<file path="config.mk">
export PLATFORM = sky130hd
export DESIGN_NAME = trapezoid_integrator_flat
export DESIGN_NICKNAME = d
export VERILOG_FILES = /design/src/rtl/trapezoid_if.sv /design/src/rtl/trapezoid_integrator.sv /design/src/flat_wrapper.sv
export SDC_FILE = /design/constraint.sdc
export NUM_CORES = 1
export LEC_CHECK = 0
export ABC_AREA = 1
export CORE_ASPECT_RATIO = 1.75
export CORE_UTILIZATION = 40
export DETAILED_ROUTE_END_ITERATION = 6
export PLACE_DENSITY = 0.62
export SYNTH_ARGS = -nofsm -noshare
export SYNTH_HDL_FRONTEND = slang
export SYNTH_SLANG_ARGS = --single-unit
</file>
<file path="constraint.sdc">
create_clock -name clk -period 5.5 [get_ports clk]
set_input_delay 1.1 -clock clk [delete_from_list [all_inputs] [get_ports clk]]
set_output_delay 1.1 -clock clk [all_outputs]
set_load 0.1 [all_outputs]
</file>
<file path="src/rtl/trapezoid_if.sv">
// trapezoid_if: sample stream, segment pulse and frame-total handshake of the trapezoid integrator.
interface trapezoid_if #(
    parameter int DATA_W     = 16,
    parameter int STEP_SHIFT = 3,
    parameter int ACC_W      = 40
);
    logic                         s_valid;
    logic                         s_ready;
    logic [DATA_W-1:0]            s_data;
    logic [DATA_W+STEP_SHIFT:0]   seg_area;
    logic                         seg_valid;
    logic                         m_valid;
    logic                         m_ready;
    logic [ACC_W-1:0]             m_sum;
    logic                         m_overflow;

    modport master (
        output s_valid, s_data, m_ready,
        input  s_ready, seg_area, seg_valid, m_valid, m_sum, m_overflow
    );

    modport slave (
        input  s_valid, s_data, m_ready,
        output s_ready, seg_area, seg_valid, m_valid, m_sum, m_overflow
    );
endinterface

</file>
<file path="src/rtl/trapezoid_integrator.sv">
// trapezoid_integrator: sums (prev + cur) << STEP_SHIFT over FRAME_LEN samples and holds the frame total.
// Define TRAP_SAT_EN to make the accumulator saturate instead of wrapping.
module trapezoid_integrator #(
    parameter int DATA_W     = 16,
    parameter int STEP_SHIFT = 3,
    parameter int FRAME_LEN  = 64,
    parameter int ACC_W      = 40
) (
    input logic         clk,
    input logic         rst,
    trapezoid_if.slave  bus
);
    localparam int AREA_W = DATA_W + STEP_SHIFT + 1;
    localparam int CNT_W  = $clog2(FRAME_LEN + 1);

    typedef enum logic [1:0] {FIRST, ACCUM, HOLD} state_t;

    state_t              state, state_nx;
    logic [DATA_W-1:0]   prev;
    logic [CNT_W-1:0]    cnt;
    logic [ACC_W-1:0]    acc, acc_nx, m_sum;
    logic                sticky, m_valid, m_overflow, seg_valid;
    logic [AREA_W-1:0]   area, seg_area;
    logic [DATA_W:0]     pair;
    logic [ACC_W:0]      sum_full;
    logic                accept, take, last, ovf;

    assign accept   = bus.s_valid && bus.s_ready;
    assign take     = m_valid && bus.m_ready;
    assign last     = cnt == CNT_W'(FRAME_LEN - 1);
    assign pair     = {1'b0, prev} + {1'b0, bus.s_data};
    assign area     = AREA_W'(pair) << STEP_SHIFT;
    assign sum_full = {1'b0, acc} + {{(ACC_W + 1 - AREA_W){1'b0}}, area};
    assign ovf      = sum_full[ACC_W];
`ifdef TRAP_SAT_EN
    assign acc_nx   = ovf ? {ACC_W{1'b1}} : sum_full[ACC_W-1:0];
`else
    assign acc_nx   = sum_full[ACC_W-1:0];
`endif

    assign bus.s_ready    = state != HOLD;
    assign bus.seg_area   = seg_area;
    assign bus.seg_valid  = seg_valid;
    assign bus.m_valid    = m_valid;
    assign bus.m_sum      = m_sum;
    assign bus.m_overflow = m_overflow;

    always_comb begin
        state_nx = (state == FIRST && accept)         ? ACCUM :
                   (state == ACCUM && accept && last) ? HOLD  :
                   (state == HOLD && take)            ? FIRST : state;
    end

    always_ff @(posedge clk or posedge rst) begin
        if (rst) begin
            state      <= FIRST;
            prev       <= '0;
            cnt        <= '0;
            acc        <= '0;
            sticky     <= 1'b0;
            seg_area   <= '0;
            seg_valid  <= 1'b0;
            m_valid    <= 1'b0;
            m_sum      <= '0;
            m_overflow <= 1'b0;
        end else begin
            state     <= state_nx;
            seg_valid <= accept && state == ACCUM;
            if (accept && state == FIRST) begin
                prev <= bus.s_data;
                cnt  <= CNT_W'(1);
            end
            if (accept && state == ACCUM) begin
                seg_area <= area;
                acc      <= acc_nx;
                sticky   <= sticky | ovf;
                prev     <= bus.s_data;
                cnt      <= cnt + CNT_W'(1);
                if (last) begin
                    m_sum      <= acc_nx;
                    m_overflow <= sticky | ovf;
                    m_valid    <= 1'b1;
                end
            end
            // the handshake only happens in HOLD, so it never collides with an accept
            if (take) begin
                m_valid <= 1'b0;
                acc     <= '0;
                cnt     <= '0;
                sticky  <= 1'b0;
            end
        end
    end
endmodule

</file>
<file path="src/flat_wrapper.sv">
// flat-port wrapper written by rule: the top's interface ports become plain ports
module trapezoid_integrator_flat 
#(
    parameter int DATA_W     = 16,
    parameter int STEP_SHIFT = 3,
    parameter int FRAME_LEN  = 64,
    parameter int ACC_W      = 40
)
  (clk, rst, bus_s_valid, bus_s_data, bus_m_ready, bus_s_ready, bus_seg_area, bus_seg_valid, bus_m_valid, bus_m_sum, bus_m_overflow);
  trapezoid_if #(.DATA_W(DATA_W), .STEP_SHIFT(STEP_SHIFT), .ACC_W(ACC_W)) bus_i ();
  input logic clk;
  input logic rst;
  input wire logic [$bits(bus_i.s_valid)-1:0] bus_s_valid;
  input wire logic [$bits(bus_i.s_data)-1:0] bus_s_data;
  input wire logic [$bits(bus_i.m_ready)-1:0] bus_m_ready;
  output wire logic [$bits(bus_i.s_ready)-1:0] bus_s_ready;
  output wire logic [$bits(bus_i.seg_area)-1:0] bus_seg_area;
  output wire logic [$bits(bus_i.seg_valid)-1:0] bus_seg_valid;
  output wire logic [$bits(bus_i.m_valid)-1:0] bus_m_valid;
  output wire logic [$bits(bus_i.m_sum)-1:0] bus_m_sum;
  output wire logic [$bits(bus_i.m_overflow)-1:0] bus_m_overflow;
  assign bus_i.s_valid = bus_s_valid;
  assign bus_i.s_data = bus_s_data;
  assign bus_i.m_ready = bus_m_ready;
  assign bus_s_ready = bus_i.s_ready;
  assign bus_seg_area = bus_i.seg_area;
  assign bus_seg_valid = bus_i.seg_valid;
  assign bus_m_valid = bus_i.m_valid;
  assign bus_m_sum = bus_i.m_sum;
  assign bus_m_overflow = bus_i.m_overflow;
  trapezoid_integrator #(.DATA_W(DATA_W), .STEP_SHIFT(STEP_SHIFT), .FRAME_LEN(FRAME_LEN), .ACC_W(ACC_W)) u_core (.clk(clk), .rst(rst), .bus(bus_i));
endmodule
</file>
==> results.md, run 1 <==
- Filler Cells Inserted: 1828
- Core area: 0.0181 sq mm
- Layout Utilization: 49.4%
- Setup WS post-layout: 1.11 ns
- Register area share after synthesis: 40.8%
- Root Buffer: clkbuf_16
- Final wirelength: 20800 microns
- Skew-Pair Late Insertion Delay: 0.43 ns
- Worst Hold Depth: 2
- XOR/XNOR Fraction of Synth Area: 2.26%
- Core Rows: 65
- Min-delay worst type: flip-flop to flip-flop
- Die Width: 105 microns
- WS Path Type: input port to flip-flop
- Adder-cell share of the synthesized area: 6.32%
- Drt first-iter violations: 301
- Die area: 0.0190 sq mm
- First-pass GRT wire length: 33200 microns
- # DRC: 0
- Worst slew pin tran: 0.989 ns
- Worst r2r path cells: 18
- Synth Area in Simple Gates: 33.8%
- Mux contribution to synthesized area: 2.29%
- Via count: 6654
- Post-CTS Setup Bufs: 0
- Gate power share: 48.9%
- Final setup TNS: 0 ns
- Avg Inst Size Synth: 7.29 sq um
- Max incr delay on CP: 0.48 ns
- Max-cap viol count: 0
- Final HPWL DP: 16000 microns
- Final Cycle Share: 79.8%
- Most frequent cells in the layout: nand2_1 (378), dfrtp_1 (120), inv_1 (112)
- Slowest cell on the critical path: clkdlybuf4s50_1
- Layout cell share with drive strength beyond 1: 6.44%
- Clock slew at reported path FFs: 0.05 ns
- Pins Over Slew Limit: 0
- Crit path cell chain: clkdlybuf4s50_1, ha_1, inv_1, fa_1, o21ai_2, nand3_1, nand3_1, nor2_1, or2_2, ha_1, nand2_1, inv_1, nand2_1, nor2_1, nand4_1, nand3_2, nand3_1, nand3_1, nand2_1
- Gr usage total: 23.0%
- Most used cell, CP: nand3_1
- Routability cong.: 0.921
- Boundary Pins: 84
- Setup crit start kind: input port
- Antenna Cells: 0
- Synth warn: 0
- Most common cell after layout, fill and taps aside: nand2_1
- Clock skew: 0.00741 ns
- Top cells by area, synth: dfrtp_1 (41%), nand2_1 (19%), nand3_1 (6.8%)
- Max-slew headroom: 33.9%
- Lkg Pwr: 4.56 nW
- Worst-path fanout max: 7
- Status: finished clean
- Synthesized instance count: 1011
- Int Power: 0.00242 W
- Initial antenna violation count: 0
- RSZ-0062 raised after global routing: no
- Clock network fraction of design power: 24.7%
- First drt pass iteration count: 4
- Starting Density: 40.8%
- Net count, final: 1147
- Sw frac: 46.6%
- Top cell type's share of synthesized area: 40.8%
- Vias in the first global route: 6621
- Crit path time final: 4.39 ns
- Cell Pwr Density: 507 mW/mm^2
- Net Switching: 0.00211 W
- Vias per cell: 4.98
- Final setup fails: 0
- Worst IR Drop VDD: 348 uV
- Leading area contributor after synthesis: dfrtp_1
- Compound-gate portion of the synthesized area: 6.69%
- Port Buffer Count: 77
- Layout area overhead: 21.2%
- Mapped cell area: 0.00737 sq mm
- Largest net degree at the start of global routing: 51
- Hold_buf cts: 0
- Die Y-Extent: 182 microns
- Netlist cell types: 42
- Endpoints failing hold: 0
- Routed Antenna Nets: 0
- H-tree lvl count: 4
- Seq cells post-synth: 120
- WP data arrival: 4.71 ns
- Highest Clock Rate: 228 MHz
- CTS Buf Count: 17
- Post-CTS Resized: 0
- Total congestion overflow: 0
- Worst setup EP type: flip-flop
- CTS Buffer Depth: 2
- Sequential power share: 26.3%
- Avg WL per Cell: 15.5 microns
- Critical Path RT: 5.81 ns
- Largest family of logic cells by synthesized area: simple AND/OR/NAND/NOR gates
- Sinks on Clock Net: 120
- TritonCTS clock tree: built
- Pre-CTS WS: 0.644 ns
-- power by group through the flow --
stage	clock network [W]	registers (W)	logic [W]
6_report	0.00112	0.00119	0.00222
5_1_grt	0.00117	0.00121	0.00243
4_1_cts	0.00114	0.00119	0.00223
3_5_place_dp	0	0.00120	0.00222
3_3_place_gp	0	0.00120	0.00221
2_1_floorplan	0	0.00155	0.00125
-- through the flow --
| stage | hold WS (ns) | area [sq um] | cells | power, W |
|---|---|---|---|---|
| floorplan | 0.453 | 7380 | 1016 | 0.00280 |
| global placement | 0.462 | 8350 | 1306 | 0.00342 |
| detailed placement | 0.465 | 8350 | 1306 | 0.00342 |
| CTS | 0.480 | 8930 | 1337 | 0.00456 |
| global route | 0.491 | 8930 | 1337 | 0.00482 |
| finish | 0.474 | 8930 | 1337 | 0.00453 |
-- path summary, 6_finish.rpt --
kind	slack [ns]	end	startpoint
min	0.47	u_core.bus.m_sum[35]	u_core.bus.m_sum[35]
min reg2reg	0.47	u_core.bus.m_sum[35]	u_core.bus.m_sum[35]
max	1.11	u_core.acc[27]	bus_s_data[0]
min in group asynchronous	1.04	u_core.bus.m_sum[38]	rst
max reg2reg	1.92	u_core.acc[27]	u_core.prev[0]
max in group asynchronous	3.47	u_core.acc[14]	rst
-- critical path, delay by kind of cell --
family	cells	cell delay, ns
buffers and inverters	3	0.62
adder cells (fa/ha/maj)	3	0.96
AND/OR/NAND/NOR	12	1.75
AO/OA/AOI/OAI	1	0.27
-- sequential cells by signal, indices dropped and copies added, names as in the netlist --
name and flops:
u_core.acc 37, u_core.bus.m_overflow 1, u_core.bus.m_sum 37, u_core.bus.m_valid 1, u_core.bus.seg_area 17, u_core.bus.seg_valid 1, u_core.cnt 7, u_core.prev 16
u_core.state 2, u_core.sticky 1
-- per-layer routing --
metal | vias up | global-route usage (%) | share of wire (%)
li1 | 3369 | - | -
met1 | 3125 | 23.1 | 38
met2 | 117 | 44.6 | 56
met3 | 43 | 3.77 | 2.3
met4 | 0 | 12.2 | 3.9
met5 | - | 0 | 0
-- cell usage after synthesis, drive strengths merged --
cell type and number:
o32ai 1, fa 2, a31oi 1, ha 34
xnor2 9, xor2 10, inv 115, and3 1
nand3 105, nor4 2, o21ai 50, a211oi 2
dfrtp 120, nand3b 1, a32o 1, o31ai 1
a21o 1, o21bai 2, buf 17, conb 1
clkbuf 9, nor3 13, and2 6, a21oi 28
nor2 64, mux2 15, nand2 381, a21boi 1
a211o 1, nand4 9, or2 6, o22ai 2
-- cell families after synthesis --
logic type,Yosys count
AND/OR/NAND/NOR,588
flip-flops,120
XOR/XNOR,19
buffers and inverters,141
multiplexers,15
other,1
adder cells (fa/ha/maj),36
AO/OA/AOI/OAI,91
-- cell type report --
class	count	area, sq um	share of cell area [%]
Sequential cell	120	3000	33.6
Inverter	115	434	4.86
Timing Repair Buffer	82	808	9.05
Clock inverter	9	125	1.40
Clock buffer	22	454	5.09
Multi-Input combinational cell	755	3810	42.7
Tap cell	234	293	3.28
Power figures use the tool's default switching activity.
==> run 2, diff against run 1 <==
- clock period: 5.5 -> 4.5 ns (I/O delays scaled with it)
==> run 2 against run 1 <==
Clock power rose by 28%. Utilization rose by 1.5 points. Die area did not move. Power up 28%. Clock skew increased by 0.0019 ns. Cell count is 2.2% higher. Register-to-register slack got worse by 1.0 ns. Critical path depth did not move. First-iteration DRC count fell by 12%. Combinational power grew 31%. Count of clock-buffer cells in the layout is 3 lower. Sequential share of layout area down 1.0 points. Critical endpoint is now u_core.acc[25]. Largest power group unchanged.
==> results.md, run 2 (same netlist as run 1, synthesis figures left out) <==
- Layout cell share with drive strength beyond 1: 9.27%
- Total Power: 0.00578 W
- Slowest cell on the critical path: clkdlybuf4s50_1
- Buffers plus inverters on the worst setup path: 2
- Total congestion overflow: 0
- Cell family with most CP delay: simple AND/OR/NAND/NOR gates
- Core Rows: 65
- Max incr delay on CP: 0.47 ns
- Top Registers: u_core.acc x37, u_core.bus.m_sum x37, u_core.bus.seg_area x17
- Die area: 0.0190 sq mm
- Vias in the first global route: 6918
- Largest net degree at the start of global routing: 63
- Gr usage total: 23.6%
- Core area: 0.0181 sq mm
- Avg WL per Cell: 15.6 microns
- WS Path Type: input port to flip-flop
- WP data arrival: 4.52 ns
- Critical Path RT: 4.79 ns
- Highest Clock Rate: 236 MHz
- # DRC: 0
- Pre-CTS WS: -0.148 ns
- Endpoints failing hold: 0
- Port Buffer Count: 77
- Die Width: 105 microns
- Routed Antenna Nets: 0
- Starting Density: 40.8%
- Boundary Pins: 84
- Via count: 6817
- TritonCTS clock tree: built
- Final HPWL DP: 16600 microns
- Max-cap viol count: 0
- Die Y-Extent: 182 microns
- CTS Buf Count: 17
- First drt pass iteration count: 5
- Lkg Pwr: 4.72 nW
- RSZ-0062 raised after global routing: no
- Vias per cell: 4.99
- Clock skew: 0.00934 ns
- Setup crit start kind: input port
- Routability cong.: 0.925
- Cell Pwr Density: 628 mW/mm^2
- Skew-Pair Late Insertion Delay: 0.43 ns
- Layout area overhead: 25.0%
- Initial antenna violation count: 0
- Min-delay worst type: flip-flop to flip-flop
- Most frequent cells in the layout: nand2_1 (378), dfrtp_1 (120), inv_1 (112)
- Sinks on Clock Net: 120
- Clock slew at reported path FFs: 0.06 ns
- Root Buffer: clkbuf_16
- Worst setup EP type: flip-flop
- Crit path cell chain: clkdlybuf4s50_1, ha_1, inv_1, fa_1, o21ai_4, nand3_1, nand3_1, nor2_1, or2_2, ha_1, nand2_1, nor2_1, nand2_1, nor2_1, nand2_1, nand3_1, nand2_1, nand3_1, o21ai_0
- Max-slew headroom: 33.3%
- Crit path time final: 4.23 ns
- Worst-path fanout max: 5
- Final Cycle Share: 94.0%
- CTS Buffer Depth: 2
- Most common cell after layout, fill and taps aside: nand2_1
- Hold_buf cts: 0
- Final wirelength: 21300 microns
- Drt first-iter violations: 266
- Net count, final: 1176
- Pins Over Slew Limit: 0
- Filler Cells Inserted: 1812
- H-tree lvl count: 4
- Antenna Cells: 0
- Final setup fails: 0
- Status: finished clean
- Worst slew pin tran: 0.997 ns
- Worst IR Drop VDD: 445 uV
- Setup WS post-layout: 0.270 ns
- First-pass GRT wire length: 34400 microns
- Post-CTS Setup Bufs: 0
run 2: cell types whose count changed in the layout (fill, tap and decap cells not counted), sizes merged:
cell      delta
clkinv       -2
buf         +29
clkinvlp     +3
inv          +3
clkbuf       -3
run 2: final cells by class:
type / instances / area (sq um) / area share (%)
Clock buffer: 19 / 453 / 4.92
Clock inverter: 13 / 168 / 1.82
Inverter: 115 / 434 / 4.72
Multi-Input combinational cell: 755 / 3820 / 41.5
Sequential cell: 120 / 3000 / 32.6
Tap cell: 234 / 293 / 3.18
Timing Repair Buffer: 111 / 1040 / 11.3
run 2: path summary, 6_finish.rpt:
kind	from	endpoint	slack, ns	cells past startpoint
setup / recovery	bus_s_data[0]	u_core.acc[25]	0.27	19
hold / removal	u_core.bus.m_sum[32]	u_core.bus.m_sum[32]	0.48	2
setup reg to reg	u_core.prev[0]	u_core.acc[25]	0.89	18
hold reg to reg	u_core.bus.m_sum[32]	u_core.bus.m_sum[32]	0.48	2
max in group asynchronous	rst	u_core.bus.seg_area[14]	2.74	3
min in group asynchronous	rst	u_core.bus.m_sum[39]	0.96	2
run 2: metrics by stage:
step                      hold slack (ns)  instances  util (%)  area [sq um]  setup TNS, ns
after floorplan                     0.453       1016         -          7380              0
after global placement              0.462       1335      47.5          8580          -1.66
after detailed placement            0.465       1335      47.5          8580          -2.12
after CTS                           0.481       1367      50.9          9200              0
after global routing                0.504       1367      51.0          9210              0
final                               0.477       1367      51.0          9210              0
run 2: worst register-to-register path: cells and delay by family (launching register included):
kind	cells	cell delay, ns
adders and majority gates	3	0.96
buffers and inverters	1	0.06
AOI/OAI and AO/OA	2	0.34
DFF	1	0.34
and+or+nand+nor	12	1.78
run 2: power breakdown:
| group | total (W) | switching, W | internal, W |
|---|---|---|---|
| logic | 0.00290 | 0.00197 | 0.000930 |
| registers | 0.00146 | 0.000157 | 0.00130 |
| clock network | 0.00143 | 0.000526 | 0.000904 |
run 2: layer usage:
| metal | wire length (microns) | part of all wire [%] | vias up | global-route usage (%) |
|---|---|---|---|---|
| li1 | - | - | 3452 | - |
| met1 | 7980 | 38 | 3148 | 23.9 |
| met2 | 11600 | 54 | 160 | 44.7 |
| met3 | 498 | 2.3 | 57 | 2.94 |
| met4 | 1210 | 5.7 | 0 | 15.4 |
| met5 | 0 | 0 | - | 0 |
run 2: repair_timing:
item,4_1_cts,5_1_grt
resized for setup,0,1
endpoints found under the setup margin,0,2
hold endpoints to repair,0,0
